===== src/rtl/output_mem_bank_router.sv =====
// output_mem_bank_router
//    Routes psum-controller read/write requests to NUM_MEM output-memory BRAM
//    banks. It also steers the returned read data back to the psum controller
//    in request order.
//    - A global address splits into a bank select, a local address and an
//      out-of-range check.
//    - A tag pipeline matched to the bank read latency remembers which bank,
//      if any, each outstanding read went to.
//    - Same-cycle read-after-write to the same address returns the write data.
//    - Out-of-range accesses and bank-return protocol violations are latched
//      into err_sticky.
// Ports
//    clk, rst_n        clock, synchronous active-low reset
//    psumctrl_w*       global write request (address, enable, data)
//    psumctrl_r*       global read request (address, enable)
//    psumctrl_o*       registered read return (data, valid, out-of-range flag)
//    err_sticky        [0] out-of-range access seen, [1] bank protocol error seen
//    bramctrl_*_rd     per-bank read request out, per-bank read data/valid in
//    bramctrl_*_wr     per-bank write request out, shared write data
module output_mem_bank_router #(
   parameter int ADDR_WIDTH     = 32,
   parameter int DATA_WIDTH     = 32,
   parameter int MEM_ADDR_WIDTH = 15,
   parameter int NUM_MEM_WIDTH  = 2,
   parameter int RD_LATENCY     = 1,
   localparam int NUM_MEM       = 2 ** NUM_MEM_WIDTH
) (
   input  logic                                clk,
   input  logic                                rst_n,
   input  logic [ADDR_WIDTH-1:0]               psumctrl_wadd,
   input  logic                                psumctrl_wren,
   input  logic [DATA_WIDTH-1:0]               psumctrl_wdat,
   input  logic [ADDR_WIDTH-1:0]               psumctrl_radd,
   input  logic                                psumctrl_rden,
   output logic [DATA_WIDTH-1:0]               psumctrl_odat,
   output logic                                psumctrl_ovld,
   output logic                                psumctrl_oerr,
   output logic [1:0]                          err_sticky,
   output logic [NUM_MEM*MEM_ADDR_WIDTH-1:0]   bramctrl_addr_rd,
   output logic [NUM_MEM-1:0]                  bramctrl_rden_rd,
   input  logic [NUM_MEM*DATA_WIDTH-1:0]       bramctrl_odat_rd,
   input  logic [NUM_MEM-1:0]                  bramctrl_oval_rd,
   output logic [NUM_MEM*MEM_ADDR_WIDTH-1:0]   bramctrl_addr_wr,
   output logic [NUM_MEM-1:0]                  bramctrl_wren_wr,
   output logic [DATA_WIDTH-1:0]               bramctrl_wdat_wr
);

   localparam int MAW = MEM_ADDR_WIDTH;
   localparam int NMW = NUM_MEM_WIDTH;

   typedef struct packed {
      logic                  vld;
      logic [NMW-1:0]        sel;
      logic                  oor;
      logic                  byp;
      logic [DATA_WIDTH-1:0] bdat;
   } tag_t;

   logic [NMW-1:0]        rdSel, wrSel;
   logic [MAW-1:0]        rdLocal, wrLocal;
   logic                  rdInRange, wrInRange;
   logic                  rawHit;
   tag_t                  tagD;
   tag_t                  tagQ [RD_LATENCY];
   tag_t                  tagLast;
   logic [NUM_MEM-1:0]    matchMask;
   logic                  protoErr;
   logic                  oorAccess;
   logic [DATA_WIDTH-1:0] bankRdData;
   logic [DATA_WIDTH-1:0] odatD, odatQ;
   logic                  ovldQ, oerrQ;
   logic [1:0]            errStickyD, errStickyQ;

   // Split global addresses; anything above the bank-select field must be zero
   assign rdSel     = psumctrl_radd[MAW+NMW-1:MAW];
   assign rdLocal   = psumctrl_radd[MAW-1:0];
   assign rdInRange = (psumctrl_radd[ADDR_WIDTH-1:MAW+NMW] == '0);
   assign wrSel     = psumctrl_wadd[MAW+NMW-1:MAW];
   assign wrLocal   = psumctrl_wadd[MAW-1:0];
   assign wrInRange = (psumctrl_wadd[ADDR_WIDTH-1:MAW+NMW] == '0);

   assign rawHit = psumctrl_rden & psumctrl_wren & rdInRange & wrInRange
                 & (psumctrl_radd == psumctrl_wadd);

   assign oorAccess = (psumctrl_rden & ~rdInRange) | (psumctrl_wren & ~wrInRange);

   assign bramctrl_wdat_wr = psumctrl_wdat;

   // Bank requests are combinational; unselected banks see all-zero address and enable
   always_comb begin
      bramctrl_addr_rd = '0;
      bramctrl_rden_rd = '0;
      bramctrl_addr_wr = '0;
      bramctrl_wren_wr = '0;
      if (psumctrl_rden && rdInRange) begin
         bramctrl_rden_rd[rdSel]             = 1'b1;
         bramctrl_addr_rd[rdSel*MAW +: MAW]  = rdLocal;
      end
      if (psumctrl_wren && wrInRange) begin
         bramctrl_wren_wr[wrSel]             = 1'b1;
         bramctrl_addr_wr[wrSel*MAW +: MAW]  = wrLocal;
      end
   end

   // Tag entering the pipeline this cycle; write data is captured for the bypass case
   always_comb begin
      tagD = '0;
      if (psumctrl_rden) begin
         tagD.vld  = 1'b1;
         tagD.sel  = rdSel;
         tagD.oor  = ~rdInRange;
         tagD.byp  = rawHit;
         tagD.bdat = psumctrl_wdat;
      end
   end

   assign tagLast    = tagQ[RD_LATENCY-1];
   assign bankRdData = bramctrl_odat_rd[tagLast.sel*DATA_WIDTH +: DATA_WIDTH];

   // Only the bank named by the oldest in-range tag may raise oval this cycle
   always_comb begin
      matchMask = '0;
      for (int i = 0; i < NUM_MEM; i++) begin
         matchMask[i] = tagLast.vld & ~tagLast.oor & (tagLast.sel == NMW'(i));
      end
   end

   assign protoErr = (tagLast.vld & ~tagLast.oor & ~bramctrl_oval_rd[tagLast.sel])
                   | (|(bramctrl_oval_rd & ~matchMask));

   // Returned word follows the tag, never the bank valid
   always_comb begin
      odatD = bankRdData;
      if (tagLast.oor) begin
         odatD = '0;
      end else if (tagLast.byp) begin
         odatD = tagLast.bdat;
      end
   end

   assign errStickyD = errStickyQ | {protoErr, oorAccess};

   // Tag shift register plus the single return stage; reset drops in-flight reads
   always_ff @(posedge clk) begin
      if (!rst_n) begin
         for (int i = 0; i < RD_LATENCY; i++) begin
            tagQ[i] <= '0;
         end
         odatQ      <= '0;
         ovldQ      <= 1'b0;
         oerrQ      <= 1'b0;
         errStickyQ <= '0;
      end else begin
         tagQ[0] <= tagD;
         for (int i = 1; i < RD_LATENCY; i++) begin
            tagQ[i] <= tagQ[i-1];
         end
         odatQ      <= odatD;
         ovldQ      <= tagLast.vld;
         oerrQ      <= tagLast.vld & tagLast.oor;
         errStickyQ <= errStickyD;
      end
   end

   assign psumctrl_odat = odatQ;
   assign psumctrl_ovld = ovldQ;
   assign psumctrl_oerr = oerrQ;
   assign err_sticky    = errStickyQ;

endmodule

===== config.mk =====
export PLATFORM = sky130hd
export DESIGN_NAME = output_mem_bank_router
export DESIGN_NICKNAME = d
export VERILOG_FILES = /design/src/rtl/output_mem_bank_router.sv
export SDC_FILE = /design/constraint.sdc
export NUM_CORES = 1
export LEC_CHECK = 0
export BUFFER_PORTS_ARGS = -buffer_cell sky130_fd_sc_hd__buf_4
export CORE_AREA = 4 4 164 166
export DETAILED_ROUTE_END_ITERATION = 7
export DIE_AREA = 0 0 168 170
export GPL_TIMING_DRIVEN = 0
export PLACE_DENSITY = 0.47
export SYNTH_ARGS = -nofsm -noshare
export SYNTH_HDL_FRONTEND = slang
export SYNTH_SLANG_ARGS = --single-unit

===== constraint.sdc =====
create_clock -name clk -period 4.23 [get_ports clk]
set_input_delay 0.846 -clock clk [delete_from_list [all_inputs] [get_ports clk]]
set_output_delay 0.846 -clock clk [all_outputs]
set_load 0.005 [all_outputs]

==> run summary <==
Status: complete, no violations
Vias in the first global route: 6021
Row count: 59
P_sw: 0.530 mW
Clk_lat worst skew: 0.33 ns
Post-Layout Inst Area: 8840 um^2
Switching Share: 0.254
Finish-stage setup viols: 0
Startpoint types: input port
Total CTS buffers: 9
CTS tree: built
Sequential element share of the synthesized area: 0.300
Clock sink total: 73
Max frequency: 252 MHz
DRT iter0 DRCs: 141
Sequential power share: 0.352
GR Overflow Total: 0
DPL Wire Length: 22000 um
Peak supply drop: 0.000185 V
GRT Overall Usage: 0.170
Most frequent cells in the layout: buf_4 (460), and2_1 (100), dfxtp_1 (73), nor2_1 (55), and3_1 (35)
Fin crit share: 0.937
DP Cell Count: 1269
Post-synth top area cell: dfxtp_1
Max_slew headroom: 0.487
Clock root buffer: clkbuf_16
Post-synth EDFFs: 0
Critical R2R Launch: tagQ[0][34]
Pwr Density: 236 nW/um^2
Clock buffer depth: 2
Clock group share of total power: 0.414
Hold Crit Start: tagQ[0][7]
Cell area after placement: 8500 um^2
Die Y: 170 um
Pre-Repair DR Iteration Count: 4
Most common cell on crit path: buf_4
Final core occ: 0.345
Worst Path Arrival: 3.12 ns
Final Hold Violating Endpoints: 0
Top delay family on crit path: simple AND/OR/NAND/NOR gates
Commonest non-fill, non-tap cell in the layout: buf_4
Gate power share: 0.234
Syn Area/Cell: 9.62 um^2
Synth Warn #: 0
Vias per cell: 4.19
Post-cts sizing count: 0
Leakage: 4.35 nW
Setup crit end kind: output port
H-tree lvl count: 3
Remaining antenna violation count: 0
Gpl congestion: 0.800
Setup Skew: 0.00996 ns
Number of port buffers: 427
WS Path Type: in -> out
Yosys cell types: 38
Area Growth Syn to Fin: 81.2%
Tmin final: 3.96 ns
Flops & latches, synth: 73
First-pass GRT wire length: 36900 um
Num ports: 428
RSZ-0062 raised after global routing: false
Critical path origin: psumctrl_wadd[19]
Nets: 1189
Total internal power: 1.56 mW
Cell area after synthesis: 4880 um^2
Worst path slowest cell: nor4_1
Setup repair bufs after CTS: 0
FFs w/ async S/R, synth: 0
Core ar.: 25600 um^2
Actual slew at the worst max-slew pin: 0.770 ns
Crit path buf inv count: 4
Layout cell share with drive strength beyond 1: 0.549
Final setup TNS: 0 ns
Die W: 168 um
FILL cells: 2722
Via count: 5381
Max Cap Viol: 0
Power consumption: 2.09 mW
Top-area cell type share of the netlist area: 0.300
N_diodes: 0
Full die area: 28600 um^2
Remaining DRCs: 0
Net Count, Synth: 751
Largest net degree at the start of global routing: 15
Reg clk slew, reported paths: 0.07 ns
Cts hold-fix bufs: 0
Routed wire length: 25800 um
Fin cells: 1285
Worst EP required: 3.38 ns
WL/cell: 20.1 um
Synthesized netlist cell count: 507
Area contributors post-synth: dfxtp_1 (30%), mux4_2 (15%), and2_1 (13%), mux2i_1 (6.6%), xor2_1 (5.6%)
Worst-path fanout max: 10
Worst-path cell chain: buf_4 > nor4_1 > and4_1 > clkbuf_2 > nand4_1 > clkbuf_1 > nor3b_1 > buf_4
Pins Over Slew Limit: 0
Number of antenna violations at the first check in global routing: 0
Hold Crit Class: reg -> reg
Crit-path max cell delay: 0.46 ns
Initial Util: 0.190
Top FF cell, synth: dfxtp_1
worst paths after layout:
kind                           to  slack (ns)  cells past startpoint
max          bramctrl_addr_wr[43]        0.27                      8
min              psumctrl_odat[7]        0.46                      2
max reg2reg     psumctrl_odat[13]        1.98                      5
min reg2reg      psumctrl_odat[7]        0.46                      2
cell type report:
cell class / instances / area, um^2 / area share
plain buffers: 64 / 373 / 0.0422
clock buffers: 10 / 239 / 0.0270
clock inverters: 6 / 95.1 / 0.0108
inverters: 6 / 22.5 / 0.00255
multi-input cells: 364 / 3020 / 0.342
flip-flops and latches: 73 / 1460 / 0.165
well taps: 335 / 419 / 0.0474
repair buffers: 427 / 3210 / 0.363
cells by family after synthesis:
group,share of synthesized area
fa+ha+maj,0.0308
flops,0.300
buf+inv,0.0808
xor+xnor,0.0575
simple gates,0.305
compound gates,0.0108
mux,0.216
sequential cells by signal, summed over array words and instances, names as in the netlist:
name           flops
err_sticky         2
psumctrl_odat     32
psumctrl_oerr      1
psumctrl_ovld      1
tagQ              37
stage by stage:
| step | hold WS [ns] | setup slack (ns) |
|---|---|---|
| floorplan | 0.440 | 1.04 |
| global placement | 0.448 | 0.153 |
| detailed placement | 0.454 | 0.169 |
| CTS | 0.467 | 0.136 |
| global route | 0.494 | 0.137 |
| finish | 0.459 | 0.265 |
power groups by stage:
stage / registers (mW) / logic (mW) / clock network (mW)
after CTS: 0.736 / 0.499 / 0.892
after global routing: 0.739 / 0.529 / 0.916
after floorplan: 0.752 / 0.167 / 0
final: 0.735 / 0.487 / 0.864
after detailed placement: 0.751 / 0.497 / 0
after global placement: 0.750 / 0.494 / 0
Yosys cell counts (9+ instances only):
cell type  instances
buf_4             33
dfxtp_1           73
and3_1            35
nor4_1            12
ha_1              12
clkbuf_1          22
nor3b_1            9
nor2_1            55
mux4_2            32
mux2i_1           32
xor2_1            31
and2_1           100
worst register-to-register path, delay by kind of cell, from the launching register on:
| family | cells | cell delay (ns) |
|---|---|---|
| simple gates | 1 | 0.06 |
| flops | 1 | 0.30 |
| buf+inv | 2 | 0.98 |
| mux | 2 | 0.77 |
metal layers:
metal / track usage / up-vias / wire (um)
met5: 0 / - / 0
met4: 0.0409 / 0 / 420
met3: 0.0474 / 21 / 2110
met2: 0.320 / 282 / 13500
met1: 0.188 / 2477 / 9790
li1: - / 2601 / -
Note: power is estimated with default switching activity, not from simulation.
